$ cat src/rtl/onehot_pos_decoder.sv
// onehot_pos_decoder
// Converts a WIDTH-bit one-hot "lowest differing bit" mask back into a bit
// position by scanning CHUNK bits per cycle, with valid/ready handshakes on
// both sides. An all-zero mask is flagged through out_zero.
//
// Optional build macro: ONEHOT_CHECK_EN
//   defined   - every chunk is scanned (fixed WIDTH/CHUNK-cycle latency) and a
//               saturating set-bit count drives out_multi for multi-hot masks.
//   undefined - the scan stops at the chunk holding the lowest set bit, there
//               is no popcount logic and out_multi is tied to 0.
//
// WIDTH must be a multiple of CHUNK and IDX_W must equal clog2(WIDTH).

module onehot_pos_decoder #(
  parameter int WIDTH = 32,
  parameter int IDX_W = 5,
  parameter int CHUNK = 4
) (
  input  logic             clk,
  input  logic             rst_n,
  input  logic             in_valid,
  output logic             in_ready,
  input  logic [WIDTH-1:0] in_mask,
  output logic             out_valid,
  input  logic             out_ready,
  output logic [IDX_W-1:0] out_idx,
  output logic             out_zero,
  output logic             out_multi
);

  localparam int NCHUNK = WIDTH / CHUNK;
  localparam int CNT_W  = (NCHUNK > 1) ? $clog2(NCHUNK) : 1;
  localparam int OFF_W  = (CHUNK > 1) ? $clog2(CHUNK) : 1;

  typedef enum logic [1:0] {
    IDLE = 2'd0,
    SCAN = 2'd1,
    DONE = 2'd2
  } state_t;

  state_t             state_q, state_d;
  logic [WIDTH-1:0]   mask_q, mask_d;
  logic [CNT_W-1:0]   cnt_q, cnt_d;
  logic               found_q, found_d;
  logic [IDX_W-1:0]   pos_q, pos_d;
  logic               out_valid_q, out_valid_d;
  logic [IDX_W-1:0]   out_idx_q, out_idx_d;
  logic               out_zero_q, out_zero_d;

  logic [CHUNK-1:0]   chunkBits;
  logic [IDX_W-1:0]   chunkBase;
  logic [OFF_W-1:0]   chunkOff;
  logic               chunkHit;
  logic [IDX_W-1:0]   chunkPos;
  logic               foundNow;
  logic [IDX_W-1:0]   posNow;
  logic               lastChunk;
  logic               exitNow;

`ifdef ONEHOT_CHECK_EN
  localparam int POP_W = $clog2(CHUNK + 1);
  localparam int SUM_W = POP_W + 1;

  logic [1:0]         popcnt_q, popcnt_d;
  logic               out_multi_q, out_multi_d;
  logic [POP_W-1:0]   chunkPop;
  logic [SUM_W-1:0]   popSum;
`endif

  // Select the chunk addressed by the counter and find its lowest set bit.
  always_comb begin
    chunkBits = '0;
    chunkBase = '0;
    for (int c = 0; c < NCHUNK; c++) begin
      if (cnt_q == CNT_W'(c)) begin
        chunkBits = mask_q[c*CHUNK +: CHUNK];
        chunkBase = IDX_W'(c * CHUNK);
      end
    end
    chunkHit = 1'b0;
    chunkOff = '0;
    for (int i = CHUNK - 1; i >= 0; i--) begin
      if (chunkBits[i]) begin
        chunkHit = 1'b1;
        chunkOff = OFF_W'(i);
      end
    end
    chunkPos  = chunkBase + IDX_W'(chunkOff);
    foundNow  = found_q | chunkHit;
    posNow    = found_q ? pos_q : chunkPos;
    lastChunk = (cnt_q == CNT_W'(NCHUNK - 1));
`ifdef ONEHOT_CHECK_EN
    exitNow   = lastChunk;
`else
    exitNow   = lastChunk | chunkHit;
`endif
  end

`ifdef ONEHOT_CHECK_EN
  // Chunk popcount added to the running count, saturating at two.
  always_comb begin
    chunkPop = '0;
    for (int i = 0; i < CHUNK; i++) begin
      chunkPop = chunkPop + POP_W'(chunkBits[i]);
    end
    popSum = SUM_W'(popcnt_q) + SUM_W'(chunkPop);
  end
`endif

  // Next-state and registered-output logic for the IDLE/SCAN/DONE handshake.
  always_comb begin
    state_d     = state_q;
    mask_d      = mask_q;
    cnt_d       = cnt_q;
    found_d     = found_q;
    pos_d       = pos_q;
    out_valid_d = out_valid_q;
    out_idx_d   = out_idx_q;
    out_zero_d  = out_zero_q;
`ifdef ONEHOT_CHECK_EN
    popcnt_d    = popcnt_q;
    out_multi_d = out_multi_q;
`endif
    unique case (state_q)
      IDLE: begin
        if (in_valid) begin
          mask_d  = in_mask;
          cnt_d   = '0;
          found_d = 1'b0;
          pos_d   = '0;
`ifdef ONEHOT_CHECK_EN
          popcnt_d = 2'd0;
`endif
          state_d = SCAN;
        end
      end
      SCAN: begin
        found_d = foundNow;
        pos_d   = posNow;
`ifdef ONEHOT_CHECK_EN
        popcnt_d = (popSum >= SUM_W'(2)) ? 2'd2 : popSum[1:0];
`endif
        if (exitNow) begin
          state_d     = DONE;
          out_valid_d = 1'b1;
          out_idx_d   = foundNow ? posNow : '0;
          out_zero_d  = ~foundNow;
`ifdef ONEHOT_CHECK_EN
          out_multi_d = (popSum >= SUM_W'(2));
`endif
        end else begin
          cnt_d = cnt_q + CNT_W'(1);
        end
      end
      DONE: begin
        if (out_ready) begin
          out_valid_d = 1'b0;
          state_d     = IDLE;
        end
      end
      default: begin
        state_d     = IDLE;
        out_valid_d = 1'b0;
      end
    endcase
  end

  // State and datapath registers; reset discards any scan in progress.
  always_ff @(posedge clk or negedge rst_n) begin
    if (!rst_n) begin
      state_q     <= IDLE;
      mask_q      <= '0;
      cnt_q       <= '0;
      found_q     <= 1'b0;
      pos_q       <= '0;
      out_valid_q <= 1'b0;
      out_idx_q   <= '0;
      out_zero_q  <= 1'b0;
`ifdef ONEHOT_CHECK_EN
      popcnt_q    <= 2'd0;
      out_multi_q <= 1'b0;
`endif
    end else begin
      state_q     <= state_d;
      mask_q      <= mask_d;
      cnt_q       <= cnt_d;
      found_q     <= found_d;
      pos_q       <= pos_d;
      out_valid_q <= out_valid_d;
      out_idx_q   <= out_idx_d;
      out_zero_q  <= out_zero_d;
`ifdef ONEHOT_CHECK_EN
      popcnt_q    <= popcnt_d;
      out_multi_q <= out_multi_d;
`endif
    end
  end

  assign in_ready  = (state_q == IDLE);
  assign out_valid = out_valid_q;
  assign out_idx   = out_idx_q;
  assign out_zero  = out_zero_q;
`ifdef ONEHOT_CHECK_EN
  assign out_multi = out_multi_q;
`else
  assign out_multi = 1'b0;
`endif

endmodule

$ cat config.mk
export PLATFORM = sky130hd
export DESIGN_NAME = onehot_pos_decoder
export DESIGN_NICKNAME = d
export VERILOG_FILES = /design/src/rtl/onehot_pos_decoder.sv
export SDC_FILE = /design/constraint.sdc
export NUM_CORES = 1
export LEC_CHECK = 0
export CORE_AREA = 5 5 87 89
export DETAILED_ROUTE_END_ITERATION = 16
export DIE_AREA = 0 0 92 94
export PLACE_DENSITY = 0.68
export SLEW_MARGIN = 20
export SYNTH_ARGS = -nofsm -noshare
export SYNTH_HDL_FRONTEND = slang
export SYNTH_SLANG_ARGS = --single-unit
$ cat constraint.sdc
create_clock -name clk -period 7.2 [get_ports clk]
set_input_delay 1.44 -clock clk [delete_from_list [all_inputs] [get_ports clk]]
set_output_delay 1.44 -clock clk [all_outputs]
set_load 0.01 [all_outputs]
### Word-level counts from Yosys, hierarchy flattened

Cells that the tools add are included.

* register bits after elaboration: 50
* bits in latches: 0
* memory bits (writable): 0
* memory bits (read-only): 0
* output and inout port bits: 9
* memories kept: 0

* add/subtract/negate cells: 2
* multipliers: 0
* divide/modulo/power cells: 0
* $lt $le $gt $ge: 0
* equal/unequal tests: 13
* shift operators: 0
* mux-type cells: 39
* bitwise gates (word level): 4
* reductions and logical operators: 9

Operator list (count)
* 5-bit 2-to-1 mux: 9
* 4-bit 2-to-1 mux: 8
* 2-bit 2-to-1 mux: 7
* 3-bit equality test (second input constant): 4
* 5-bit one-hot mux with 2 select lines: 1
* 3-bit 2-to-1 mux: 3
* 3-bit AND reduction: 3
* 2-bit != test (second input constant): 4
* 1-bit 2-to-1 mux: 7
* 3-bit by 2-bit equality test with 1-bit output (second input constant): 2
* 2-bit one-hot mux with 3 select lines: 1
* 3-bit one-hot mux with 2 select lines: 1
* 2-bit AND reduction: 3
* 5-bit by 2-bit adder with 5-bit output: 1
* 3-bit by 1-bit adder with 3-bit output (second input constant): 1
* 3-bit by 1-bit equality test with 1-bit output (second input constant): 1
* 3-bit logical NOT: 1
* 1-bit one-hot mux with 3 select lines: 1
* 2-bit by 1-bit equality test with 1-bit output (second input constant): 1
* 2-bit equality test (second input constant): 1
* 2-bit logical NOT: 1
* 1-bit inverter: 2
* 1-bit OR: 2
* 1-bit one-hot mux with 2 select lines: 1
* 2-bit nonzero test: 1

### Logic depth before layout (Yosys ltp)

Gate-level depths: netlist of run 1.

* word-level depth: 16
* gate-level depth with buffers: 10
* mapped depth without buffers: 8

### Worst setup path before layout of run 1

OpenSTA, ideal clock, no wires.

* kind: register to register
* start point: register cnt_q[0]
* end point: register out_zero_q (netlist: out_zero)
* setup time: 0.125 ns
* data arrival time: 2.199 ns
* data required time: 7.075 ns
* setup slack: 4.876 ns
* stages on the path, launching flop included: 9
* buffers on the path: 0
* period minus slack after synthesis: 2.324 ns
* cell sequence: dfrtp_1 -> ha_1 -> ha_1 -> or2_2 -> a221oi_1 -> o221ai_2 -> nand4b_4 -> o31ai_4 -> mux2_4

* longest elaborated chain between the ends: 15
* elaborated cells on any way between the ends: 24
* classes of those cells: eq/ne (7); mux (12); bitwise (3); reduce/logical (2)

RTL lines
* from (decl): line 43 `logic [CNT_W-1:0] cnt_q, cnt_d;`
* from (signal assigned): line 186 `cnt_q <= cnt_d;`
* 3-bit logical NOT: line 75 `if (cnt_q == CNT_W'(c)) begin`
* 4-bit 2-to-1 mux (8 in series): line 75
* 1-bit 2-to-1 mux (4 in series): line 83 `if (chunkBits[i]) begin`
* 1-bit OR, on equally long branches: line 95, 89
* 2-bit AND reduction (no source line) / 1-bit inverter (equally long branches)
* to (signal assigned): line 191 `out_zero_q <= out_zero_d;`
* to (decl): line 48 `logic out_zero_q, out_zero_d;`

Parallel ways exist; a longest one is shown, timed or not.
A chain may end at the register's enable or synchronous reset.

### Worst setup path in the final report of run 1

* start point: register state_q[0]
* end point: output port in_ready

* longest elaborated chain between the ends: 1

RTL lines
* from (decl): line 41 `state_t state_q, state_d;`
* from (signal assigned): line 184 `state_q <= state_d;`
* 2-bit logical NOT: line 199 `assign in_ready = (state_q == IDLE);`
* to (decl): line 22 `output logic in_ready,`

No other way between the ends.

==> results of run 1 <==
-- flip-flops by register name (all words and copies together) (netlist names) --
name,cells
out_zero,1
cnt_q,3
pos_q,5
out_idx,5
state_q,2
mask_q,32
found_q,1
out_valid,1
-- per-stage QoR --
stage          std cells  power, mW  setup slack, ns
2_1_floorplan        288     0.9212            4.876
3_3_place_gp         395      1.073            4.179
3_5_place_dp         395      1.092            4.149
4_1_cts              403      1.259            4.249
5_1_grt              403      1.353            4.170
6_report             403      1.250            4.258
-- worst max-delay path: cells and delay by family (launching register included) --
family	cells	cell delay, ns
flops	1	0.44
simple gates	1	0.20
buf+inv	1	0.57
-- power groups by stage --
| stage | Clock, mW | Sequential [mW] | Combinational [mW] |
|---|---|---|---|
| 6_report | 0.165 | 0.481 | 0.604 |
| 5_1_grt | 0.182 | 0.497 | 0.674 |
| 4_1_cts | 0.171 | 0.480 | 0.608 |
| 3_5_place_dp | 0 | 0.482 | 0.609 |
| 3_3_place_gp | 0 | 0.479 | 0.594 |
| 2_1_floorplan | 0 | 0.463 | 0.459 |
-- worst max path at each step --
stage / slack [ns] / cells after the start / to / start
after floorplan: 4.88 / 8 / out_zero / cnt_q[0]
after global placement: 4.18 / 4 / pos_q[1] / in_valid
after detailed placement: 4.15 / 4 / pos_q[1] / in_valid
after CTS: 4.25 / 2 / in_ready / state_q[0]
after global routing: 4.17 / 2 / in_ready / state_q[0]
final: 4.26 / 2 / in_ready / state_q[0]
-- synth_stat cells (all sizes together), types with 4 or more instances --
cell	number	area share (%)
inv	17	2.5
nand2	97	14
nor2	11	1.6
ha	6	2.9
dfrtp	50	48
nor2b	4	0.97
a221oi	6	2.0
a21oi	12	2.6
buf	8	2.1
o21ai	16	3.1
nand3b	4	1.2
a22oi	4	1.2
o31ai	4	1.7
clkbuf	9	1.3
-- cell usage in the layout (no fill, tap or decap), drive strengths merged, types with 2 or more instances in the layout --
cell,instances
a21oi,12
a221o,3
a221oi,6
a22o,2
a22oi,4
a31oi,2
buf,2
clkbuf,7
clkdlybuf4s50,42
dfrtp,50
ha,6
inv,17
mux2,2
mux2i,2
nand2,97
nand3b,4
nor2,11
nor2b,4
nor3b,2
o211ai,3
o21ai,16
o221ai,2
o2bb2ai,3
o31ai,4
or2,2
or3,2
-- area by class of cell --
| type | instances | area [um^2] | share of cell area (%) |
|---|---|---|---|
| Clock inverter | 1 | 5.005 | 0.1601 |
| Timing Repair Buffer | 44 | 435.4 | 13.93 |
| Clock buffer | 7 | 86.33 | 2.762 |
| Multi-Input combinational cell | 204 | 1184 | 37.87 |
| Inverter | 17 | 63.81 | 2.042 |
| Sequential cell | 50 | 1251 | 40.03 |
| Tap cell | 80 | 100.1 | 3.203 |
-- logic make-up after synthesis --
kind of cell	share of synthesized area [%]
other	0.1449
and+or+nand+nor	22.10
DFF	48.36
adders and majority gates	2.901
muxes	1.789
AOI/OAI and AO/OA	18.81
buffers and inverters	5.899
-- layer usage --
| metal | up-vias | wire, um | global-route usage, % |
|---|---|---|---|
| li1 | 1041 | - | - |
| met1 | 965 | 2764 | 18.86 |
| met2 | 51 | 2504 | 20.80 |
| met3 | 7 | 280 | 3.365 |
| met4 | 0 | 65 | 4.703 |
| met5 | - | 0 | 0 |
==> reports/results.tsv, run 1 <==
stage	metric	value	unit
cells_and_area	post-route-util	46.78	%
die	dieArea	8648	um^2
cells_and_area	final_cell_area	3126	um^2
synth	syn_area_per_cell	8.984	um^2
die	rows	30	
power	peakVddDrop	0.1407	mV
sta	drv_slew	0	
sta	slew_headroom	38.74	%
cells_and_area	nets	364	
sta	finalCritPeriodShare	40.86	%
drt	route.antenna.remaining_nets	0	
sta	rsz0062_at_grt	false	
synth	yosysSeqAreaShare	48.36	%
cells_and_area	nFillCells	663	
synth	async_reset_ff_share	100.0	%
setup_path	r2r-start	cnt_q[2]	
sta	fin_skew	0.004493	ns
grt	first_global_vias	2032	
cts	root_buffer	clkbuf_8	
setup_path	critPathMaxFanout	5	
cts	cts_made_buffers	5	
cts	ctsLongestPathBuffers	2	
cells_and_area	drive_gt1_share	6.502	%
synth	synth_cells	288	
cts	clock_latency	0.30	ns
drt	drt_iter0_drc	168	
grt	globalRouteTotalUtil	13.62	%
die	fp.coreArea	6681	um^2
synth	synth_top_flop_cell	dfrtp_1	
placed_design	dp_hpwl	4051	um
power	p_clk_share	13.2	%
sta	max_freq	339.9	MHz
die	boundaryPins	45	
cts	h-tree-depth	2	
grt	grt_max_degree	51	
sta	tightest_slew	0.9167	ns
power	comb_power_share	48.3	%
grt	antenna_found_initial	0	
hold_path	worstHoldPathCells	2	
cts	cts.reportedPaths.clkPinSlew	0.08	ns
status	status	complete, no violations	
drt	drt_wl_total	5614	um
power	p_int	0.7316	mW
setup_path	critPathSlowestCell	clkdlybuf4s50_1	
drt	via_per_inst	5.122	
drt	drt_pass1_iterations	4	
power	leakage	1.413	nW
flow_run	cap_viol_max_count	0	
grt	overflow	0	
hold_path	worstHoldStart	mask_q[23]	
setup_path	end_kind	output pin	
placed_design	placed_cell_area	3032	um^2
drt	drt-wirelength-per-cell	13.93	um
die	die_h	94	um
setup_path	r2r_slack	4.34	ns
cts	cts_setup_buffers	0	
sta	hold_ws	0.4824	ns
synth	synth_nets	330	
setup_path	path_cells	nor2_1 > clkdlybuf4s50_1	
synth	synth-seq-cells	50	
drt	vias	2064	
setup_path	critPathArrivalTime	1.50	ns
cts	holdBufCountCts	0	
setup_path	rr_endpoint	out_zero	
die	die_w	92	um
placed_design	place_congestion	0.8693	
hold_path	hold_class	reg -> reg	
cells_and_area	syn_to_final_growth	20.79	%
sta	finalHoldViolCount	0	
cells_and_area	diodes	0	
power	p_seq_share	38.5	%
cts	cts_tree	yes	
setup_path	crit_required	5.76	ns
synth	ys_warn_count	0	
drt	drc	0	
power	switchingPower	0.5185	mW
synth	synthesis.area	2587	um^2
die	start_util	38.73	%
sta	setup_viol	0	
power	powerDensity	400.0	nW/um^2
cts	cts-resized-gates	0	
synth	synth_edf_count	0	
setup_path	crit_type	reg -> out	
cts	cts.sinks	50	
placed_design	io_buffers	43	
sta	tns	0	ns
setup_path	cp-start-kind	flop	
grt	grt_pass1_wl	9577	um
setup_path	ff2ff_path_depth	8	
power	p_sw_share	41.48	%
setup_path	slowest_delay	0.57	ns
synth	synth_cell_types	47	
hold_path	whs_endpoint	mask_q[23]	
sta	period_minus_slack	2.942	ns
Power figures use the tool's default switching activity.
==> inputs of run 2 (changes only) <==
Settings changed: PLACE_DENSITY 0.68 to 0.7.
Clock period 7.2 ns to 2.5 ns, I/O delays scaled along.
==> run 2 against run 1 <==
Count of clock-buffer cells in the layout unchanged; first-iteration DRC count up 16%; via count increased by 6.6%; clock skew increased by 0.0023 ns; design area is 7.6% higher; register-to-register slack lost 4.2 ns; sequential share of layout area down 2.8 points; critical path depth is 7 higher; hold slack worse by 0.29 ns; clock power increased to 2.9 times the previous value; setup slack lost 4.1 ns; critical path type is now reg -> reg; critical endpoint is now out_zero; largest cell class is now multi-input gates.
==> reports/results.tsv, run 2 (synthesis results as in run 1) <==
stage	metric	value	unit
cells_and_area	layout_commonest_cell	nand2_1	
drt	drt-wirelength-per-cell	15.45	um
cts	cts.reportedPaths.clkPinSlew	0.09	ns
drt	via_per_inst	5.216	
setup_path	critPathSlowestCell	dfrtp_2	
sta	finalCritPeriodShare	95.55	%
cells_and_area	regMostFlops	mask_q	
placed_design	place_congestion	0.9172	
cells_and_area	drive_gt1_share	16.08	%
cells_and_area	most-common-layout-cells	97 x nand2_1, 49 x dfrtp_1, 42 x clkdlybuf4s50_1, 19 x buf_4, 16 x inv_1	
power	powerDensity	1182	nW/um^2
sta	fin_skew	0.006812	ns
setup_path	critical_path.startpoint	cnt_q[0]	
setup_path	end_kind	flop	
drt	drt_wl_total	6521	um
cells_and_area	largest_reg_flops	32	
drt	top_layer	met4	
cells_and_area	diodes	0	
flow_run	cap_viol_max_count	0	
die	die_w	92	um
drt	vias	2201	
sta	max_freq	418.6	MHz
die	rows	30	
grt	grt_pass1_wl	10850	um
cts	h-tree-depth	2	
die	dieArea	8648	um^2
sta	drv_slew	0	
setup_path	crit_required	2.69	ns
drt	route.antenna.remaining_nets	0	
power	peakVddDrop	0.3776	mV
setup_path	slowest_delay	0.44	ns
drt	wl_met3	346	um
grt	overflow	0	
sta	slew_headroom	59.40	%
grt	grt_max_degree	29	
die	die_h	94	um
grt	antenna_found_initial	0	
cts	root_buffer	clkbuf_8	
setup_path	cp-start-kind	flop	
setup_path	cp_num_cells	9	
sta	setup_viol	0	
setup_path	path_cells	inv_1 > ha_2 > buf_4 > a21oi_2 > a221oi_4 > o221ai_2 > nand4b_4 > o31ai_4 > mux2_4	
sta	tightest_slew	0.6090	ns
placed_design	dp_hpwl	4740	um
sta	finalHoldViolCount	0	
power	leakage	1.505	nW
sta	worst_slack	0.1113	ns
die	boundaryPins	45	
setup_path	r2r-start	cnt_q[0]	
setup_path	critPathArrivalTime	2.58	ns
setup_path	crit_family	compound AO/OA/AOI/OAI gates	
cts	cts.sinks	50	
sta	tns	0	ns
cells_and_area	nets	383	
drt	met2_length	3091	um
cells_and_area	syn_to_final_growth	30.03	%
die	start_util	38.73	%
placed_design	io_buffers	43	
setup_path	critPathBufInv	2	
placed_design	place_inst	411	
sta	period_minus_slack	2.389	ns
die	fp.coreArea	6681	um^2
drt	drc	0	
cts	ctsLongestPathBuffers	2	
setup_path	critPathMaxFanout	9	
setup_path	rr_endpoint	out_zero	
hold_path	hold_class	in -> async	
placed_design	place_ws	-0.03415	ns
status	status	complete, no violations	
sta	hold_ws	0.1971	ns
setup_path	crit_type	reg -> reg	
cts	cts_made_buffers	5	
drt	drt-met1-wl	2961	um
cts	clock_latency	0.30	ns
drt	drt_pass1_iterations	4	
grt	first_global_vias	2204	
drt	drt_iter0_drc	195	
grt	globalRouteTotalUtil	15.52	%
cells_and_area	layout.cells.non_filler	422	
cts	holdBufCountCts	0	
setup_path	ff2ff_path_depth	9	
setup_path	r2r_slack	0.11	ns
cts	cts_tree	yes	
-- run 2: changes by cell type in the layout (fill, tap and decap cells not counted), sizes merged --
cell,before,now
buf,2,21
-- run 2: metal layers --
layer / vias to the layer above / track usage [%]
met5: - / 0
met4: 0 / 5.074
met3: 14 / 2.885
met2: 62 / 25.43
met1: 1049 / 20.77
li1: 1076 / -
-- run 2: stage by stage --
step	cell area [um^2]	total power, mW	utilization [%]
6_report	3364	3.977	50.36
5_1_grt	3364	4.281	50.36
4_1_cts	3302	3.841	49.42
3_5_place_dp	3164	3.287	47.36
3_3_place_gp	3164	3.219	47.36
2_1_floorplan	2587	2.653	-
-- run 2: where the power goes --
part / total (mW) / internal [mW] / switching [mW]
registers: 1.41 / 1.16 / 0.254
logic: 2.08 / 0.936 / 1.14
clock network: 0.484 / 0.224 / 0.260
-- run 2: worst max-delay path by stage --
stage / endpoint / slack [ns]
6_report: out_zero / 0.11
5_1_grt: cnt_q[1] / -0.02
4_1_cts: out_idx[0] / 0.03
3_5_place_dp: out_zero / -0.03
3_3_place_gp: out_zero / 0.05
2_1_floorplan: out_zero / 0.18
-- run 2: cell type report --
cell class	instances	area, um^2
flip-flops and latches	50	1252
well taps	80	100.1
repair buffers	63	588.1
inverters	17	63.81
clock buffers	7	86.33
clock inverters	1	5.005
fillers	632	3317
multi-input cells	204	1269
-- run 2: timing repair --
action                     4_1_cts  5_1_grt
gates resized for setup          6       13
setup endpoints to repair        6       14
pin swaps                        5        4
setup buffers                    2        1
